--- src/rtl/multiword_add_sequencer.sv ---
// Serial multi-word adder: one WIDTH-bit slice per cycle, LSB first, with valid/ready start and result.
// Optional subtract mode is compiled in by defining MWADD_SUB_EN (adds the op_sub port).
module multiword_add_sequencer #(
    parameter int WIDTH = 8,
    parameter int WORDS = 4
) (
    input  logic                   clk,
    input  logic                   rst_n,
    input  logic                   start_valid,
    output logic                   start_ready,
    input  logic [WIDTH*WORDS-1:0] op_a,
    input  logic [WIDTH*WORDS-1:0] op_b,
    input  logic                   carry_in,
`ifdef MWADD_SUB_EN
    input  logic                   op_sub,
`endif
    output logic                   res_valid,
    input  logic                   res_ready,
    output logic [WIDTH*WORDS-1:0] result,
    output logic                   carry_out,
    output logic                   busy,
    output logic [1:0]             fsm_state
);

    localparam int N     = WIDTH * WORDS;
    localparam int IDX_W = (WORDS > 1) ? $clog2(WORDS) : 1;
    localparam logic [IDX_W-1:0] LAST_IDX = IDX_W'(WORDS - 1);

    typedef enum logic [1:0] {
        IDLE = 2'd0,
        RUN  = 2'd1,
        DONE = 2'd2
    } state_t;

    state_t           state;
    state_t           state_nxt;
    logic [IDX_W-1:0] idx;
    logic [N-1:0]     a_reg;
    logic [N-1:0]     b_reg;
    logic             carry_reg;
    logic [N-1:0]     b_load;
    logic             carry_load;
    logic             accept;
    logic             last_slice;
    logic [WIDTH:0]   slice_sum;

    // Handshakes: a transfer happens on a rising edge where valid & ready are both high.
    // start_ready is high only in IDLE and res_valid only in DONE, so a result handshake
    // (DONE -> IDLE) can never coincide with an acceptance; the next start waits one edge.
    assign start_ready = (state == IDLE);
    assign res_valid   = (state == DONE);
    assign busy        = (state != IDLE);
    assign fsm_state   = state;

    assign accept     = start_valid && (state == IDLE);
    assign last_slice = (idx == LAST_IDX);

    // Subtraction is a + ~b + 1, so the forced carry replaces carry_in.
    always_comb begin
`ifdef MWADD_SUB_EN
        b_load     = op_sub ? ~op_b : op_b;
        carry_load = op_sub ? 1'b1 : carry_in;
`else
        b_load     = op_b;
        carry_load = carry_in;
`endif
    end

    // Operand registers shift right each RUN cycle, so the active slice is always the low one.
    assign slice_sum = {1'b0, a_reg[WIDTH-1:0]}
                     + {1'b0, b_reg[WIDTH-1:0]}
                     + {{WIDTH{1'b0}}, carry_reg};

    always_ff @(posedge clk) begin
        if (!rst_n) begin
            state <= IDLE;
        end else begin
            state <= state_nxt;
        end
    end

    always_comb begin
        state_nxt = state;
        case (state)
            IDLE:    if (start_valid) state_nxt = RUN;
            RUN:     if (last_slice)  state_nxt = DONE;
            DONE:    if (res_ready)   state_nxt = IDLE;
            default: state_nxt = IDLE;
        endcase
    end

    always_ff @(posedge clk) begin
        if (!rst_n) begin
            idx       <= '0;
            a_reg     <= '0;
            b_reg     <= '0;
            carry_reg <= 1'b0;
            result    <= '0;
            carry_out <= 1'b0;
        end else if (accept) begin
            idx       <= '0;
            a_reg     <= op_a;
            b_reg     <= b_load;
            carry_reg <= carry_load;
        end else if (state == RUN) begin
            a_reg     <= a_reg >> WIDTH;
            b_reg     <= b_reg >> WIDTH;
            carry_reg <= slice_sum[WIDTH];
            idx       <= last_slice ? '0 : idx + IDX_W'(1);
            for (int k = 0; k < WORDS; k++) begin
                if (idx == IDX_W'(k)) begin
                    result[k*WIDTH +: WIDTH] <= slice_sum[WIDTH-1:0];
                end
            end
            if (last_slice) begin
                carry_out <= slice_sum[WIDTH];
            end
        end
    end

endmodule

--- config.mk ---
export PLATFORM = sky130hd
export DESIGN_NAME = multiword_add_sequencer
export DESIGN_NICKNAME = d
export VERILOG_FILES = /design/src/rtl/multiword_add_sequencer.sv
export SDC_FILE = /design/constraint.sdc
export NUM_CORES = 1
export LEC_CHECK = 0
export ABC_AREA = 1
export BUFFER_PORTS_ARGS = -buffer_cell sky130_fd_sc_hd__buf_4
export CAP_MARGIN = 20
export CORE_MARGIN = 2
export CORE_UTILIZATION = 50
export CTS_CLUSTER_DIAMETER = 40
export CTS_CLUSTER_SIZE = 8
export DETAILED_ROUTE_END_ITERATION = 7
export PLACE_DENSITY = 0.8
export SLEW_MARGIN = 20
export SYNTH_ARGS = -nofsm -noshare
export SYNTH_HDL_FRONTEND = slang
export SYNTH_SLANG_ARGS = --single-unit
--- constraint.sdc ---
create_clock -name clk -period 2.6 [get_ports clk]
set_input_delay 0.52 -clock clk [delete_from_list [all_inputs] [get_ports clk]]
set_output_delay 0.52 -clock clk [all_outputs]
set_load 0.01 [all_outputs]
==> results.py <==
metrics = {
    "synthesis": {
        "synth_compound_area_share_pct": 18.4,
        "synthDistinctLibCells": 31,
        "synth_top_family_by_area": "simple AND/OR/NAND/NOR gates",
        "synth-warning-count": 0,
        "syn_area_per_cell_sq_um": 8.19,
        "yosys.area_share.adder_pct": 3.67,
        "synth_seq_area_share_pct": 42.1,
        "synth_xor_area_share_pct": 0.542,
        "syn_area_sq_um": 4850,
        "synth-simple-area-share_pct": 25.6,
        "syn_inst": 592,
        "ys_ff_latch": 102,
        "syn_nets": 674,
        "synth.area.mux_share_pct": 0,
    },
    "routing": {
        "routed_wl_mm": 10.5,
        "wl_per_cell_microns": 12.9,
        "drt-initial-drc-count": 160,
        "antenna_left": 0,
        "vias": 4061,
        "firstDrtPassIters": 4,
        "drt-vias-per-instance": 5.01,
        "remaining_drc_errors": 0,
    },
    "layout": {
        "fin_nets": 760,
        "area_delta_synth_final_pct": 19.4,
        "fillers": 798,
        "antenna_cells": 0,
        "drive_gt1_share_pct": 32.6,
        "stdcell_area_sq_um": 5790,
        "layout_commonest_cell": "nand2_1",
        "instances_no_fill": 811,
        "final_cell_mix": "nand2_1 (208), buf_4 (107), dfxtp_1 (102)",
    },
    "clocking": {
        "clk_transition_reported_paths_ns": 0.10,
        "ctsHoldBuffers": 0,
        "worstSkewPairLatency_ns": 0.36,
        "cts_tree": "yes",
        "cts_sinks": 102,
        "clk_path_buf_depth": 2,
        "cts_max_level": 3,
        "clockRootBuffer": "clkbuf_8",
        "post_cts_buffers": 0,
        "numCtsBuffers": 9,
        "post_cts_resize_count": 0,
    },
    "floorplan": {
        "fp.dieH_microns": 102,
        "initial_core_util_pct": 52.0,
        "rows": 35,
        "die-area_sq_um": 10500,
        "die_w_microns": 102,
        "ioPinCount": 107,
        "core_area_sq_um": 9330,
    },
    "critical_path": {
        "cp_data_required_time_ns": 2.86,
        "cp-start-kind": "flop",
        "r2r_start": "a_reg[0]",
        "worstPathArrival_ns": 2.35,
        "crit_chain": "fa_1, fa_1, nand2_1, nand3_1, nand2_1, xor2_1, nand2_1, nand2_1, inv_1",
        "crit_buf_inv": 1,
        "cp-startpoint": "a_reg[0]",
        "end_kind": "flop",
        "cp_common_cell": "nand2_1",
        "cpPeakStageDelay_ns": 0.47,
        "crit_slowest_cell": "fa_1",
        "critical_path_class": "flop to flop",
        "crit_fanout": 4,
        "cp_top_family": "adder cells",
    },
    "sta": {
        "finalCritPeriodShare_pct": 80.3,
        "final_hold_viol_count": 0,
        "min_period_ns": 2.09,
        "fin_skew_ns": 0.0144,
        "worst_slew_pin_slew_ns": 0.984,
        "slew_viol_final": 0,
        "max_clock_freq_ghz": 0.479,
        "rsz0062_at_grt": "false",
        "totalNegativeSetupSlack_ns": 0,
        "max_slew_margin_pct": 34.4,
        "finalSetupViolations": 0,
    },
    "placed_design": {
        "place_area_sq_um": 5570,
        "dp_hpwl_mm": 7.56,
        "dp_cells": 796,
        "portBuffers": 106,
        "routabilityCongestion": 0.840,
    },
    "global_routing": {
        "grt_usage_pct": 20.9,
        "grt.overflow.total": 0,
        "grt_max_degree": 76,
        "grt_pass1_vias": 3784,
        "grt_pass1_wl_mm": 17.6,
        "antenna_found_initial": 0,
    },
    "power_and_ir_drop": {
        "power_density_nw_per_um2": 579,
        "p_leak_uw": 0.00248,
        "vdd_drop_max_mv": 0.280,
    },
    "run_status": {
        "status": "completed",
    },
    "min_path": {
        "hold_class": "primary input to flop",
        "hp-start": "op_b[25]",
    },
    "job": {
        "maxCapViolations": 0,
    },
}
## Yosys cell counts, drive strengths merged
| library cell | n | area share (%) |
|---|---|---|
| nand2 | 254 | 22 |
| dfxtp | 102 | 42 |
| a31oi | 48 | 10 |
| inv | 47 | 3.8 |
| a21oi | 35 | 4.4 |
| buf | 28 | 5.3 |
| nand3 | 21 | 2.2 |
| o21a | 21 | 3.3 |
| ha | 11 | 2.8 |
| clkbuf | 6 | 0.54 |
| nor2 | 6 | 0.96 |
| o21ai | 5 | 0.52 |
| xor2 | 3 | 0.54 |
| fa | 2 | 0.83 |
| or2 | 2 | 0.26 |
| a211oi | 1 | 0.15 |
## worst register-to-register path, stage by stage, from the launching register on
cell and delay (ns):
dfxtp_1 0.35, fa_1 0.47, fa_1 0.43, nand2_1 0.09, nand3_1 0.10, nand2_1 0.09, xor2_1 0.27, nand2_1 0.08
nand2_1 0.07, inv_1 0.04
## through the flow
stage	utilization [%]	power [uW]	setup slack, ns	hold slack, ns
6_report	62.1	3350	0.512	0.417
5_1_grt	62.1	3510	0.372	0.408
4_1_cts	62.1	3370	0.522	0.413
3_5_place_dp	59.7	2290	0.548	0.454
3_3_place_gp	59.7	2280	0.612	0.449
2_1_floorplan	-	2140	0.703	0.439
## power by group
group / internal, uW / switching (uW) / total (uW) / leakage [uW]
clock: 565 / 533 / 1100 / 0.000109
combinational: 232 / 311 / 543 / 0.00154
sequential: 1650 / 61.8 / 1710 / 0.000834
## cell type report
class,instances,area (sq um),area share (%)
Clock buffer,10,138,2.38
Clock inverter,5,81.3,1.41
Inverter,47,185,3.20
Sequential cell,102,2040,35.3
Tap cell,129,161,2.79
Timing Repair Buffer,109,843,14.6
Multi-Input combinational cell,409,2340,40.4
## final timing paths
| kind | endpoint | slack, ns | depth (start not counted) |
|---|---|---|---|
| worst max-delay path | result[4] | 0.51 | 9 |
| worst min-delay path | b_reg[25] | 0.42 | 3 |
| worst max register to register | result[4] | 0.51 | 9 |
| worst min register to register | a_reg[26] | 0.47 | 2 |
## cell families after synthesis
group,count (synthesis)
flip-flops,102
buffers and inverters,81
AO/OA/AOI/OAI,110
XOR/XNOR,3
AND/OR/NAND/NOR,283
adder cells (fa/ha/maj),13
## routing by layer
metal | global-route usage [%] | wire length [microns] | vias to the layer above
met5 | 0 | 0 | -
met4 | 4.00 | 120 | 0
met3 | 3.76 | 500 | 10
met2 | 36.3 | 5280 | 102
met1 | 27.4 | 4570 | 1868
li1 | - | - | 2081
(Power assumes the default switching activity.)
